==> src/rtl/pe_network_interface.sv <==
// PE-side network interface: a register-mapped TX FIFO injects packets into the router
// PE port (gated by virtual-channel polarity); an RX FIFO buffers delivered packets.
module pe_network_interface #(
  parameter int unsigned DATA_WIDTH = 64,
  parameter int unsigned DEPTH      = 2
) (
  input  logic                  clk,
  input  logic                  reset,
  input  logic [1:0]            addr,
  input  logic                  nicEn,
  input  logic                  nicWrEn,
  input  logic [DATA_WIDTH-1:0] d_in,
  output logic [DATA_WIDTH-1:0] d_out,
  input  logic                  net_polarity,
  output logic                  net_si,
  input  logic                  net_ri,
  output logic [DATA_WIDTH-1:0] net_di,
  input  logic                  net_so,
  output logic                  net_ro,
  input  logic [DATA_WIDTH-1:0] net_do
);

  localparam int unsigned PTR_W = (DEPTH > 1) ? $clog2(DEPTH) : 1;
  localparam int unsigned CNT_W = $clog2(DEPTH) + 1;

  logic [DATA_WIDTH-1:0] tx_mem_q [DEPTH];
  logic [DATA_WIDTH-1:0] rx_mem_q [DEPTH];
  logic [PTR_W-1:0]      tx_wr_q, tx_wr_d, tx_rd_q, tx_rd_d;
  logic [PTR_W-1:0]      rx_wr_q, rx_wr_d, rx_rd_q, rx_rd_d;
  logic [CNT_W-1:0]      tx_cnt_q, tx_cnt_d, rx_cnt_q, rx_cnt_d;
  logic                  ovf_q, ovf_d;
  logic [DATA_WIDTH-1:0] d_out_q, d_out_d;

  logic                  tx_empty, tx_full, rx_empty, rx_full;
  logic                  tx_push, tx_pop, rx_push, rx_pop, pe_wr, rd_en;
  logic [DATA_WIDTH-1:0] tx_head, rx_head;

  assign tx_empty = (tx_cnt_q == '0);
  assign tx_full  = (tx_cnt_q == CNT_W'(DEPTH));
  assign rx_empty = (rx_cnt_q == '0);
  assign rx_full  = (rx_cnt_q == CNT_W'(DEPTH));
  assign tx_head  = tx_mem_q[tx_rd_q];
  assign rx_head  = rx_mem_q[rx_rd_q];

  // Bit 63 of the head packet selects its virtual channel; send only in the matching phase.
  assign net_si  = !tx_empty && (tx_head[DATA_WIDTH-1] == net_polarity);
  assign net_di  = tx_head;
  assign net_ro  = !rx_full;
  assign d_out   = d_out_q;

  assign pe_wr   = nicEn && nicWrEn && (addr == 2'd2);
  assign rd_en   = nicEn && !nicWrEn;
  assign tx_push = pe_wr && !tx_full;
  assign tx_pop  = net_si && net_ri;
  assign rx_push = net_so && !rx_full;
  assign rx_pop  = rd_en && (addr == 2'd0) && !rx_empty;

  // Next-state for pointers, counts, sticky overflow and the read register.
  always_comb begin
    tx_wr_d  = tx_wr_q;
    tx_rd_d  = tx_rd_q;
    rx_wr_d  = rx_wr_q;
    rx_rd_d  = rx_rd_q;
    tx_cnt_d = tx_cnt_q + CNT_W'(tx_push) - CNT_W'(tx_pop);
    rx_cnt_d = rx_cnt_q + CNT_W'(rx_push) - CNT_W'(rx_pop);
    ovf_d    = ovf_q | (pe_wr & tx_full);
    d_out_d  = d_out_q;
    if (tx_push) tx_wr_d = tx_wr_q + PTR_W'(1);
    if (tx_pop)  tx_rd_d = tx_rd_q + PTR_W'(1);
    if (rx_push) rx_wr_d = rx_wr_q + PTR_W'(1);
    if (rx_pop)  rx_rd_d = rx_rd_q + PTR_W'(1);
    if (rd_en) begin
      case (addr)
        2'd0:    d_out_d = rx_empty ? '0 : rx_head;
        2'd1:    d_out_d = DATA_WIDTH'(!rx_empty);
        2'd3:    d_out_d = DATA_WIDTH'({ovf_q, tx_full});
        default: d_out_d = '0;
      endcase
    end
  end

  always_ff @(posedge clk or negedge reset) begin
    if (!reset) begin
      tx_wr_q  <= '0;
      tx_rd_q  <= '0;
      rx_wr_q  <= '0;
      rx_rd_q  <= '0;
      tx_cnt_q <= '0;
      rx_cnt_q <= '0;
      ovf_q    <= 1'b0;
      d_out_q  <= '0;
      for (int i = 0; i < int'(DEPTH); i++) begin
        tx_mem_q[i] <= '0;
        rx_mem_q[i] <= '0;
      end
    end else begin
      tx_wr_q  <= tx_wr_d;
      tx_rd_q  <= tx_rd_d;
      rx_wr_q  <= rx_wr_d;
      rx_rd_q  <= rx_rd_d;
      tx_cnt_q <= tx_cnt_d;
      rx_cnt_q <= rx_cnt_d;
      ovf_q    <= ovf_d;
      d_out_q  <= d_out_d;
      if (tx_push) tx_mem_q[tx_wr_q] <= d_in;
      if (rx_push) rx_mem_q[rx_wr_q] <= net_do;
    end
  end

endmodule
==> config.mk <==
export PLATFORM = sky130hd
export DESIGN_NAME = pe_network_interface
export DESIGN_NICKNAME = d
export VERILOG_FILES = /design/src/rtl/pe_network_interface.sv
export SDC_FILE = /design/constraint.sdc
export NUM_CORES = 1
export LEC_CHECK = 0
export ABC_CLOCK_PERIOD_IN_PS = 2500
export BUFFER_PORTS_ARGS = -buffer_cell sky130_fd_sc_hd__buf_4
export CAP_MARGIN = 20
export CORE_AREA = 2 2 219 221
export DETAILED_ROUTE_END_ITERATION = 7
export DIE_AREA = 0 0 221 223
export PLACE_DENSITY = 0.54
export SYNTH_ARGS = -nofsm -noshare
export SYNTH_HDL_FRONTEND = slang
export SYNTH_SLANG_ARGS = --single-unit
==> constraint.sdc <==
create_clock -name clk -period 2.5 [get_ports clk]
set_input_delay 0.25 -clock clk [delete_from_list [all_inputs] [get_ports clk]]
set_output_delay 0.25 -clock clk [all_outputs]
set_load 0.02 [all_outputs]
* Word-level counts from Yosys, hierarchy flattened
Index checks and enable logic that the tools add are counted.
Operators by class: add/sub/neg operators 8, order comparisons 6, equal/unequal tests 6, muxes and demuxes 14, bitwise operators 6, reductions and logical operators 19
Operator list (count):
- two-way mux 64 bit | 9
- bitwise mux 128 bit | 2
- case mux 64 bit (3 select lines) | 1
- demux 64 bit (select 1 bit) | 2
- logical AND 1 bit | 11
- == test 2 bit (second input constant) | 4
- >= comparator 2 bit (second input constant) | 4
- inverter 1 -> 2 bit | 4
- zero test 2 bit | 3
- zero test 1 bit | 5
- adder 1 bit (second input constant) | 4
- adder 2 x 1 -> 2 bit | 2
- < comparator 2 x 1 -> 1 bit (second input constant) | 2
- subtractor 2 x 1 -> 2 bit | 2
- == test 2 x 1 -> 1 bit (second input constant) | 1
- bitwise AND 1 bit | 1
- == test 1 bit | 1
- OR 1 bit | 1
Word-level totals: register bits after elaboration 329, input bits 137, output and inout port bits 130

* Logic depth before layout (Yosys ltp)
Gate-level depths: netlist of run 1.
depth after elaboration 8, depth in mapped cells 9, mapped depth without buffers 8

* Worst setup path before layout of run 1
OpenSTA, ideal clock, no wires.
path kind register to register, from reg tx_rd_q, to reg tx_cnt_q[1], arrival time 1888 ps, data required time 2420 ps, path slack 532 ps, stages on the path, launching flop included 9, buffers on the path 0, cells stage by stage dfrtp_1 > mux2_2 > xor2_1 > nor3b_1 > ha_1 > inv_1 > ha_1 > xnor2_1 > xnor2_1
Between the ends: longest elaborated chain between the ends 8
Ends and longest elaborated chain:
- from (decl) | RTL line 28 | logic [PTR_W-1:0] tx_wr_q, tx_wr_d, tx_rd_q, tx_rd_d;
- from (signal assigned) | RTL line 98 | tx_rd_q <= tx_rd_d;
- inverter 1 -> 2 bit (not written as such) | RTL line 42 | assign tx_head = tx_mem_q[tx_rd_q];
- two-way mux 64 bit (not written as such) (3 in series) | RTL line 42
- net net_di[63] | RTL line 17 | output logic [DATA_WIDTH-1:0] net_di,
- == test 1 bit | RTL line 46 | assign net_si = !tx_empty && (tx_head[DATA_WIDTH-1] == net_polarity);
- logical AND 1 bit | RTL line 46
- logical AND 1 bit | RTL line 54 | assign tx_pop = net_si && net_ri;
- net tx_pop | RTL line 35 | logic tx_push, tx_pop, rx_push, rx_pop, pe_wr, rd_en;
- subtractor 2 x 1 -> 2 bit | RTL line 64 | tx_cnt_d = tx_cnt_q + CNT_W'(tx_push) - CNT_W'(tx_pop);
- net tx_cnt_d[1] | RTL line 30 | logic [CNT_W-1:0] tx_cnt_q, tx_cnt_d, rx_cnt_q, rx_cnt_d;
- to (signal assigned) | RTL line 101 | tx_cnt_q <= tx_cnt_d;
- to (decl) | RTL line 30
The timed path passes the listed nets, and every way through them passes these cells. The select of a mux whose other input is x is not followed. A chain may end at the register's enable or synchronous reset.

* Final worst setup path of run 1
from reg tx_rd_q, to out net_di[38]
Between the ends: longest elaborated chain between the ends 4
Ends and longest elaborated chain (RTL line):
- inverter 1 -> 2 bit (not written as such) | 42
- two-way mux 64 bit (not written as such) (3 in series) | 42
- to (decl) | 17
No other way between the ends. The select of a mux whose other input is x is not followed.

==> flow_metrics.py, run 1 <==
metrics = {
    "worst_setup_path": {
        "r2r_slack_ns": 0.50,
        "reg2reg_depth": 8,
        "critPathLaunchType": "flop",
        "cpPeakStageDelay_ns": 0.53,
        "r2r_start": "tx_rd_q",
        "crit_type": "flop to output port",
        "r2r-end": "tx_cnt_q[1]",
        "path_cells": "buf_6 > mux2_2 > buf_4",
        "crit_required_ns": 2.25,
        "worstPathMaxFanout": 64,
        "critPathSlowestCell": "buf_6",
        "cp-end-kind": "output port",
        "arrival_ns": 2.06,
    },
    "global_routing": {
        "busiest_layer": "met2",
        "grt-ovfl-total": 0,
        "first_global_vias": 9593,
        "track_usage_pct": 14.1,
        "grt_pass1_wl_um": 55400,
        "met3_usage_pct": 4.53,
        "grt_antenna_before_repair": 4,
        "use_met2_pct": 22.3,
        "grt_max_degree": 130,
        "use_met1_pct": 18.7,
    },
    "power_and_ir_drop": {
        "sw_frac_of_total_pct": 32.1,
        "leakage_nw": 8.88,
        "p_int_mw": 16.2,
        "power_frac_seq_pct": 37.5,
        "p_switching_mw": 7.68,
        "p_per_area_nw_per_um2": 1240,
        "power_mw": 23.9,
        "ir_drop_mv": 0.748,
        "combPwrFrac_pct": 37.7,
        "pwr-share-clk_pct": 24.8,
    },
    "synth": {
        "synth_fa_ha_area_share_pct": 0.359,
        "synth_most_common_cell": "dfrtp_1",
        "synthesis.nets": 1081,
        "synth_area_leaders": "dfrtp_1 59%, mux2_2 25%, mux2i_1 4.6%, o31ai_1 3.3%, nand2_1 1.7%",
        "synth_cells": 940,
        "synthDistinctLibCells": 34,
        "yosys.area_share.simple_pct": 2.67,
        "synthMuxAreaShare_pct": 30.7,
        "synth.top_cells.by_count": "329 x dfrtp_1, 304 x mux2_2, 64 x mux2i_1",
        "yosys_most_used_dff": "dfrtp_1",
        "async_flop_share_pct": 100,
        "synth_edf_count": 0,
        "ys_seq_area_share_pct": 59.1,
        "postSynthAreaPerCell_um2": 14.8,
        "synth_seq_cells": 329,
        "synth_top_family_by_area": "multiplexers",
        "synth_xor_area_share_pct": 0.565,
        "synth_top_area_share_pct": 59.1,
        "yosys_warnings": 0,
        "synth_area_um2": 13900,
        "synth_compound_area_share_pct": 3.67,
        "synth_top_area_cell": "dfrtp_1",
    },
    "timing": {
        "fin_skew_ns": 0.0149,
        "fin_crit_sh_pct": 92.3,
        "rsz0062_at_grt": "false",
        "slew_viol_final": 0,
        "fin_crit_ns": 2.31,
        "tightest_slew_ns": 0.757,
        "hold_viol_final": 0,
        "clock.fmax_mhz": 433,
        "finalSetupViolations": 0,
        "tns_ns": 0,
        "max-slew-margin-rel_pct": 49.6,
        "hold_ws_ns": 0.0603,
    },
    "clock_network": {
        "cts_tree": "yes",
        "cts_num_sinks": 329,
        "clk_pin_slew_ns": 0.06,
        "clk_latency_ns": 0.54,
        "cts_setup_buffers": 0,
        "clockBufferDepth": 3,
        "numCtsBuffers": 40,
        "cts_root_buf": "clkbuf_16",
        "htreeDepth": 2,
    },
    "floorplanning": {
        "die_h_um": 223,
        "start_util_pct": 29.6,
        "coreArea_um2": 47100,
        "rows": 80,
        "io_pins": 267,
        "die-area_um2": 49300,
        "die_w_um": 221,
    },
    "cells_and_area": {
        "stdcell_area_um2": 19300,
        "final_nets": 1481,
        "multi_input_area_um2": 5320,
        "area_growth_pct": 38.7,
        "register_area_um2": 8240,
        "drive_gt1_share_pct": 49.4,
        "utilization_pct": 41.0,
        "fillCellCount": 4424,
    },
    "hold_path": {
        "min_path_cells": 3,
        "hold_path.class": "input pin to flop",
        "min_from": "nicWrEn",
        "hold_end": "ovf_q",
    },
    "route": {
        "drt_iter0_drc": 383,
        "drtAntennaViolNets": 0,
        "routed_via_density": 4.52,
        "drc": 0,
        "totalWireLength_um": 35000,
        "vias": 8985,
        "post_drt_wl_per_cell_um": 17.6,
        "drtPass1Iterations": 4,
    },
    "place": {
        "port_buffers": 266,
        "hpwl_um": 22000,
        "gp_congestion": 0.728,
        "placed_area_um2": 16700,
    },
    "job": {
        "maxCapViolations": 0,
    },
    "outcome": {
        "outcome": "completed",
    },
}
sequential cells by signal, summed over array words and instances, names as in the netlist:
register / count
tx_rd_q: 1
ovf_q: 1
rx_mem_q: 128
tx_wr_q: 1
tx_cnt_q: 2
rx_cnt_q: 2
rx_wr_q: 1
d_out: 64
rx_rd_q: 1
tx_mem_q: 128
how the worst max path moves through the flow:
| stage | start | end | slack, ns |
|---|---|---|---|
| after floorplan | tx_rd_q | tx_cnt_q[1] | 0.53 |
| after global placement | tx_rd_q | tx_cnt_q[1] | 0.50 |
| after detailed placement | tx_rd_q | tx_cnt_q[1] | 0.51 |
| after CTS | tx_rd_q | net_di[15] | 0.12 |
| after global routing | tx_rd_q | net_di[8] | 0.08 |
| final | tx_rd_q | net_di[38] | 0.19 |
routing by layer:
metal | vias to the layer above | wire length (um) | part of all wire (%)
met5 | - | 26 | 0.074
met4 | 4 | 776 | 2.2
met3 | 55 | 2280 | 6.5
met2 | 210 | 15800 | 45
met1 | 4536 | 16100 | 46
li1 | 4180 | - | -
power by group through the flow:
stage	Combinational, mW	Sequential, mW	Clock, mW
floorplan	5.87	8.86	0
global route	9.69	9.28	6.39
detailed placement	8.98	9.06	0
global placement	8.85	8.98	0
CTS	9.19	8.98	6.19
finish	9.01	8.97	5.93
final cells by class:
class	instances	share of cell area, %
Tap cell	615	3.98
Clock buffer	57	6.08
Multi-Input combinational cell	547	27.5
Inverter	5	0.0971
Sequential cell	329	42.6
Clock inverter	14	0.893
Timing Repair Buffer	417	18.8
Antenna cell	2	0.0259
worst max-delay path, delay by kind of cell (launching register included):
family	cells	cell delay (ns)
buf+inv	2	0.69
flops	1	0.36
mux	1	0.42
repair_timing:
| action | in CTS | in global routing |
|---|---|---|
| hold buffers | 130 | 0 |
| endpoints found under the hold margin | 313 | 0 |
| endpoints found under the setup margin | 63 | 0 |
| resized for setup | 1 | 0 |
placed cells by master, fill, tap and decap left out, types with 2 or more instances in the layout:
cell	instances
xor2_1	3
a21oi_1	2
buf_4	271
buf_12	14
clkbuf_8	9
nand2b_1	3
o31ai_1	62
mux2_2	304
nor2_1	4
clkbuf_1	7
mux2i_1	64
inv_1	4
mux2_1	6
diode_2	2
dlygate4sd3_1	130
mux2_4	10
nand2_1	63
clkinv_2	9
dfrtp_1	327
bufinv_16	4
xnor2_1	6
ha_1	4
clkbuf_16	41
nor3_1	2
kinds of logic (layout without fill, tap and decap cells):
kind of cell,count (synthesis),after routing
adders and majority gates,4,4
muxes,384,384
buffers and inverters,64,493
and+or+nand+nor,81,81
DFF,329,329
xor gates and xnor gates,9,9
AOI/OAI and AO/OA,69,69
other,0,2
stage by stage:
step,setup WS (ns),instances
2_1_floorplan,0.532,940
3_3_place_gp,0.498,1783
3_5_place_dp,0.506,1783
4_1_cts,0.121,1984
5_1_grt,0.0815,1985
6_report,0.193,1986
Power figures use the tool's default switching activity.
==> inputs of run 2 (changes only) <==
--- a/config.mk
+++ b/config.mk
@@ -5,6 +5,7 @@
 export SDC_FILE = /design/constraint.sdc
 export NUM_CORES = 1
 export LEC_CHECK = 0
+export ABC_AREA = 1
 export ABC_CLOCK_PERIOD_IN_PS = 2500
 export BUFFER_PORTS_ARGS = -buffer_cell sky130_fd_sc_hd__buf_4
 export CAP_MARGIN = 20
@@ -12,6 +13,7 @@
 export DETAILED_ROUTE_END_ITERATION = 7
 export DIE_AREA = 0 0 221 223
 export PLACE_DENSITY = 0.54
+export SKIP_CTS_REPAIR_TIMING = 1
 export SYNTH_ARGS = -nofsm -noshare
 export SYNTH_HDL_FRONTEND = slang
 export SYNTH_SLANG_ARGS = --single-unit
==> run 2 against run 1 <==
Against the previous run:
- the flow now finishes with violations (negative hold slack)
- combinational power shrank 8.5%
- worst setup slack gained 0.16 ns
- non-clock buffer count stayed put
- hold slack worse by 0.076 ns
- sequential share of layout area is 0.52 points higher
- final cell count is 27% higher
- global-route usage is 0.35 points higher
- via count rose by 23%
- critical path type unchanged
==> flow_metrics.py, run 2 <==
metrics = {
    "floorplanning": {
        "die_h_um": 223,
        "coreArea_um2": 47100,
        "start_util_pct": 29.6,
        "die-area_um2": 49300,
        "rows": 80,
        "die_w_um": 221,
        "io_pins": 267,
    },
    "outcome": {
        "violations": "negative hold slack",
        "outcome": "finished, violations left",
    },
    "clock_network": {
        "clockBufferDepth": 3,
        "clk_pin_slew_ns": 0.06,
        "cts_num_sinks": 329,
        "htreeDepth": 2,
        "cts_root_buf": "clkbuf_16",
        "cts_tree": "yes",
        "numCtsBuffers": 39,
        "clk_latency_ns": 0.55,
    },
    "worst_setup_path": {
        "arrival_ns": 1.90,
        "r2r-end": "rx_mem_q[122]",
        "crit_required_ns": 2.25,
        "crit_type": "flop to output port",
        "worstPathMaxFanout": 64,
        "r2r_start": "rx_cnt_q[0]",
        "cp-end-kind": "output port",
        "reg2reg_depth": 6,
        "critPathLaunchType": "flop",
        "r2r_slack_ns": 0.78,
    },
    "cells_and_area": {
        "mostFrequentLayoutCells": "536 x nand2_1, 327 x dfrtp_1, 277 x buf_4",
        "stdcell_area_um2": 19100,
        "final_nets": 2021,
        "area_growth_pct": 36.8,
        "drive_gt1_share_pct": 21.7,
        "layout_commonest_cell": "nand2_1",
        "fin_cells": 2523,
    },
    "timing": {
        "tns_ns": 0,
        "finalSetupViolations": 0,
        "fin_crit_ns": 2.15,
        "fin_crit_sh_pct": 85.9,
        "hold_viol_final": 2,
        "clock.fmax_mhz": 466,
        "max-slew-margin-rel_pct": 57.9,
        "hold_ws_ns": -0.0158,
        "fin_skew_ns": 0.0196,
        "slew_viol_final": 0,
        "rsz0062_at_grt": "false",
        "tightest_slew_ns": 0.632,
    },
    "synth": {
        "yosys.area_share.simple_pct": 15.4,
        "synth_seq_cells": 329,
        "synth_cells": 1511,
        "synthesis.nets": 1652,
        "synth_compound_area_share_pct": 12.8,
        "synth_area_leaders": "dfrtp_1 59%, nand2_1 14%, o21ai_0 6.4%, mux2i_1 4.4%, inv_1 3.8%",
        "synth_area_um2": 14000,
        "yosys_warnings": 0,
        "synth_top_area_share_pct": 58.9,
        "synthMuxAreaShare_pct": 4.44,
        "async_flop_share_pct": 100,
        "ys_seq_area_share_pct": 58.9,
        "synth_most_common_cell": "nand2_1",
        "synth_xor_area_share_pct": 0.314,
        "synthDistinctLibCells": 28,
        "synth_edf_count": 0,
        "synth_top_area_cell": "dfrtp_1",
        "postSynthAreaPerCell_um2": 9.24,
        "synth_top_family_by_area": "simple AND/OR/NAND/NOR gates",
        "yosys_most_used_dff": "dfrtp_1",
        "synth.top_cells.by_count": "536 x nand2_1, 329 x dfrtp_1, 179 x o21ai_0",
        "synth_fa_ha_area_share_pct": 0.358,
    },
    "job": {
        "maxCapViolations": 0,
    },
    "hold_path": {
        "min_from": "net_do[1]",
        "hold_end": "rx_mem_q[65]",
        "min_path_cells": 3,
        "hold_path.class": "input pin to flop",
    },
    "route": {
        "drc": 0,
        "drtAntennaViolNets": 0,
        "routed_via_density": 4.39,
        "vias": 11100,
        "drt_iter0_drc": 830,
        "post_drt_wl_per_cell_um": 14.6,
        "totalWireLength_um": 36800,
        "drtPass1Iterations": 5,
    },
    "global_routing": {
        "grt_antenna_before_repair": 1,
        "first_global_vias": 10400,
        "grt_max_degree": 130,
        "track_usage_pct": 14.5,
        "grt-ovfl-total": 0,
        "grt_pass1_wl_um": 57400,
    },
    "place": {
        "place_inst": 2329,
        "port_buffers": 266,
        "hpwl_um": 23100,
        "gp_congestion": 0.735,
        "placed_area_um2": 16600,
    },
    "power_and_ir_drop": {
        "ir_drop_mv": 0.644,
        "p_per_area_nw_per_um2": 1180,
        "leakage_nw": 9.92,
    },
}
run 2: cell types whose count changed after synthesis, moves of 8 or more:
| cell | delta |
|---|---|
| nand2_1 | +473 |
| mux2_2 | -304 |
| o21ai_0 | +178 |
| inv_1 | +138 |
| o21ai_1 | +89 |
| o31ai_1 | -60 |
| o21ai_2 | +50 |
| buf_6 | +14 |
| buf_2 | +11 |
| mux2_4 | -10 |
| clkbuf_1 | +8 |
run 2: metal layers:
layer  track usage (%)  vias up  share of wire [%]
met3              4.46       48                6.1
met5                 0        -                  0
li1                  -     5531                  -
met1              19.6     5197                 46
met4              3.68        0                1.9
met2              22.6      304                 46
run 2: how the worst max path moves through the flow:
| stage | start | depth (start not counted) | end | slack, ns |
|---|---|---|---|---|
| after floorplan | rx_cnt_q[1] | 9 | rx_cnt_q[1] | 0.86 |
| after global placement | addr[0] | 8 | tx_mem_q[56] | 0.72 |
| after detailed placement | addr[0] | 8 | tx_mem_q[42] | 0.67 |
| after CTS | tx_rd_q | 5 | net_di[2] | 0.27 |
| after global routing | tx_rd_q | 5 | net_di[2] | 0.21 |
| final | tx_rd_q | 5 | net_di[2] | 0.35 |
run 2: per-stage QoR:
step                      power, mW  utilization (%)  hold WS [ns]  setup WS, ns
after floorplan                14.0                -       -0.0456         0.864
after global placement         16.9             35.2         0.174         0.719
after detailed placement       17.1             35.2         0.172         0.673
after CTS                      22.8             37.9        -0.427         0.271
after global routing           24.2             40.5      0.000290         0.214
final                          22.6             40.5       -0.0158         0.354
run 2: worst max-delay path, cell delays in order, from the launching register on:
cell and delay (ns):
dfrtp_2 0.52, inv_2 0.13, buf_12 0.30, nand2_1 0.08
nand2_1 0.13, buf_4 0.16
run 2: kinds of logic (layout without fill, tap and decap cells):
kind of cell / after synthesis / count (layout)
xor+xnor: 5 / 5
buf+inv: 233 / 629
flops: 329 / 329
other cells: 0 / 1
fa+ha+maj: 4 / 4
compound gates: 320 / 320
simple gates: 558 / 558
mux: 62 / 62
run 2: final cells by class:
type	count	area (um2)
Tap cell	615	769
Fill cell	4677	28000
Clock inverter	13	141
Timing Repair Buffer	417	3630
Clock buffer	55	1100
Sequential cell	329	8240
Multi-Input combinational cell	949	4690
Antenna cell	1	2.50
Inverter	144	541
run 2: power breakdown:
part           total [mW]  leakage, nW  switching, mW  internal, mW
Sequential           8.84         4.21           1.29          7.55
Clock                5.53        0.598           2.25          3.27
Combinational        8.24         5.12           4.75          3.49
==> inputs of run 3 (changes only) <==
--- a/config.mk
+++ b/config.mk
@@ -13,7 +13,9 @@
 export DETAILED_ROUTE_END_ITERATION = 7
 export DIE_AREA = 0 0 221 223
 export PLACE_DENSITY = 0.54
+export RECOVER_POWER = 50
 export SKIP_CTS_REPAIR_TIMING = 1
 export SYNTH_ARGS = -nofsm -noshare
 export SYNTH_HDL_FRONTEND = slang
 export SYNTH_SLANG_ARGS = --single-unit
+export TNS_END_PERCENT = 100
==> run 3 against run 2 <==
Against the previous run:
- the run still ends with negative hold slack left
- core utilization fell by 0.24 points
- clock skew barely moved
- hold slack improved by 0.0012 ns
- via count rose by 0.32%
- maximum frequency fell by 0.13%
- first-iteration DRC count fell by 0.60%
- clock power barely moved
- total power fell by 0.32%
- die area did not move
- cell area fell by 0.60%
- critical path type unchanged
- critical endpoint unchanged
==> flow_metrics.py, run 3 (same netlist as run 2, synthesis figures left out) <==
metrics = {
    "worst_setup_path": {
        "crit_type": "flop to output port",
        "path_cells": "inv_2 > buf_12 > nand2_1 > nand2_1 > buf_4",
        "critPathLaunchType": "flop",
        "crit_required_ns": 2.25,
        "crit_family": "buffers and inverters",
        "worstPathMaxFanout": 64,
        "crit_buf_inv": 3,
        "crit_top_cell": "nand2_1",
        "critPathSlowestCell": "dfrtp_2",
        "arrival_ns": 1.90,
        "cpPeakStageDelay_ns": 0.52,
        "cp-end-kind": "output port",
    },
    "clock_network": {
        "numCtsBuffers": 39,
        "clockBufferDepth": 3,
        "cts_tree": "yes",
        "cts_num_sinks": 329,
        "clk_latency_ns": 0.55,
        "cts_root_buf": "clkbuf_16",
        "clk_pin_slew_ns": 0.06,
        "htreeDepth": 2,
    },
    "floorplanning": {
        "start_util_pct": 29.6,
        "die_h_um": 223,
        "rows": 80,
        "die_w_um": 221,
        "io_pins": 267,
        "coreArea_um2": 47100,
        "die-area_um2": 49300,
    },
    "timing": {
        "fin_skew_ns": 0.0195,
        "max-slew-margin-rel_pct": 18.1,
        "tns_ns": 0,
        "slew_viol_final": 0,
        "tightest_slew_ns": 1.23,
        "clock.fmax_mhz": 465,
        "finalSetupViolations": 0,
        "hold_ws_ns": -0.0146,
        "fin_crit_sh_pct": 86.0,
        "hold_viol_final": 2,
        "rsz0062_at_grt": "false",
        "fin_crit_ns": 2.15,
    },
    "place": {
        "gp_congestion": 0.735,
        "hpwl_um": 23100,
        "port_buffers": 266,
    },
    "route": {
        "post_drt_wl_per_cell_um": 14.6,
        "vias": 11100,
        "drtPass1Iterations": 5,
        "drtAntennaViolNets": 0,
        "drc": 0,
        "totalWireLength_um": 36900,
        "routed_via_density": 4.41,
        "drt_iter0_drc": 825,
    },
    "cells_and_area": {
        "fillCellCount": 4696,
        "area_growth_pct": 35.9,
        "register_area_um2": 8240,
        "mostFrequentLayoutCells": "537 x nand2_1, 327 x dfrtp_1, 252 x buf_4",
        "final_nets": 2021,
        "layout_commonest_cell": "nand2_1",
        "multi_input_area_um2": 4680,
        "drive_gt1_share_pct": 20.5,
    },
    "global_routing": {
        "grt_pass1_wl_um": 57400,
        "first_global_vias": 10400,
        "track_usage_pct": 14.5,
        "grt_antenna_before_repair": 1,
        "grt-ovfl-total": 0,
        "grt_max_degree": 130,
    },
    "power_and_ir_drop": {
        "power_mw": 22.5,
        "p_per_area_nw_per_um2": 1190,
        "ir_drop_mv": 0.644,
        "leakage_nw": 9.82,
    },
    "job": {
        "maxCapViolations": 0,
    },
    "hold_path": {
        "hold_path.class": "input pin to flop",
    },
    "outcome": {
        "outcome": "finished, violations left",
        "violations": "negative hold slack",
    },
}
run 3: where the power goes:
part / internal [mW] / switching (mW)
combinational: 3.43 / 4.75
clock: 3.27 / 2.25
sequential: 7.55 / 1.29
total: 14.2 / 8.28
run 3: layout make-up:
type	count	area share, %
diodes	1	0.0132
clock buffers	55	5.78
clock inverters	13	0.745
inverters	144	2.85
multi-input cells	949	24.7
flip-flops and latches	329	43.4
well taps	615	4.05
repair buffers	417	18.5
run 3: per-stage QoR:
| step | cell area, um2 | worst slack, ns | util, % | std cells |
|---|---|---|---|---|
| global placement | 16600 | 0.719 | 35.2 | 2329 |
| global route | 19000 | 0.214 | 40.3 | 2523 |
| CTS | 17800 | 0.271 | 37.9 | 2397 |
| detailed placement | 16600 | 0.673 | 35.2 | 2329 |
| floorplan | 14000 | 0.864 | - | 1511 |
| finish | 19000 | 0.351 | 40.3 | 2523 |
run 3: layer usage:
metal | track usage [%] | share of wire, %
met1 | 19.6 | 46
met2 | 22.6 | 46
met3 | 4.46 | 6.0
met4 | 3.68 | 1.9
met5 | 0 | 0
run 3: path summary, 6_finish.rpt:
check	slack [ns]	depth (start not counted)	start	endpoint
worst min-delay path	-0.01	3	net_do[1]	rx_mem_q[65]
worst max-delay path	0.35	5	tx_rd_q	net_di[2]
min in group asynchronous	0.51	2	reset	tx_mem_q[82]
worst min register to register	0.47	2	ovf_q	ovf_q
worst max register to register	0.70	5	rx_cnt_q[1]	d_out[32]
max in group asynchronous	0.61	4	reset	tx_mem_q[100]
run 3: tightest hold or removal path, stage by stage:
cell     delay (ns)
buf_4          0.08
inv_1          0.04
o21ai_1        0.12
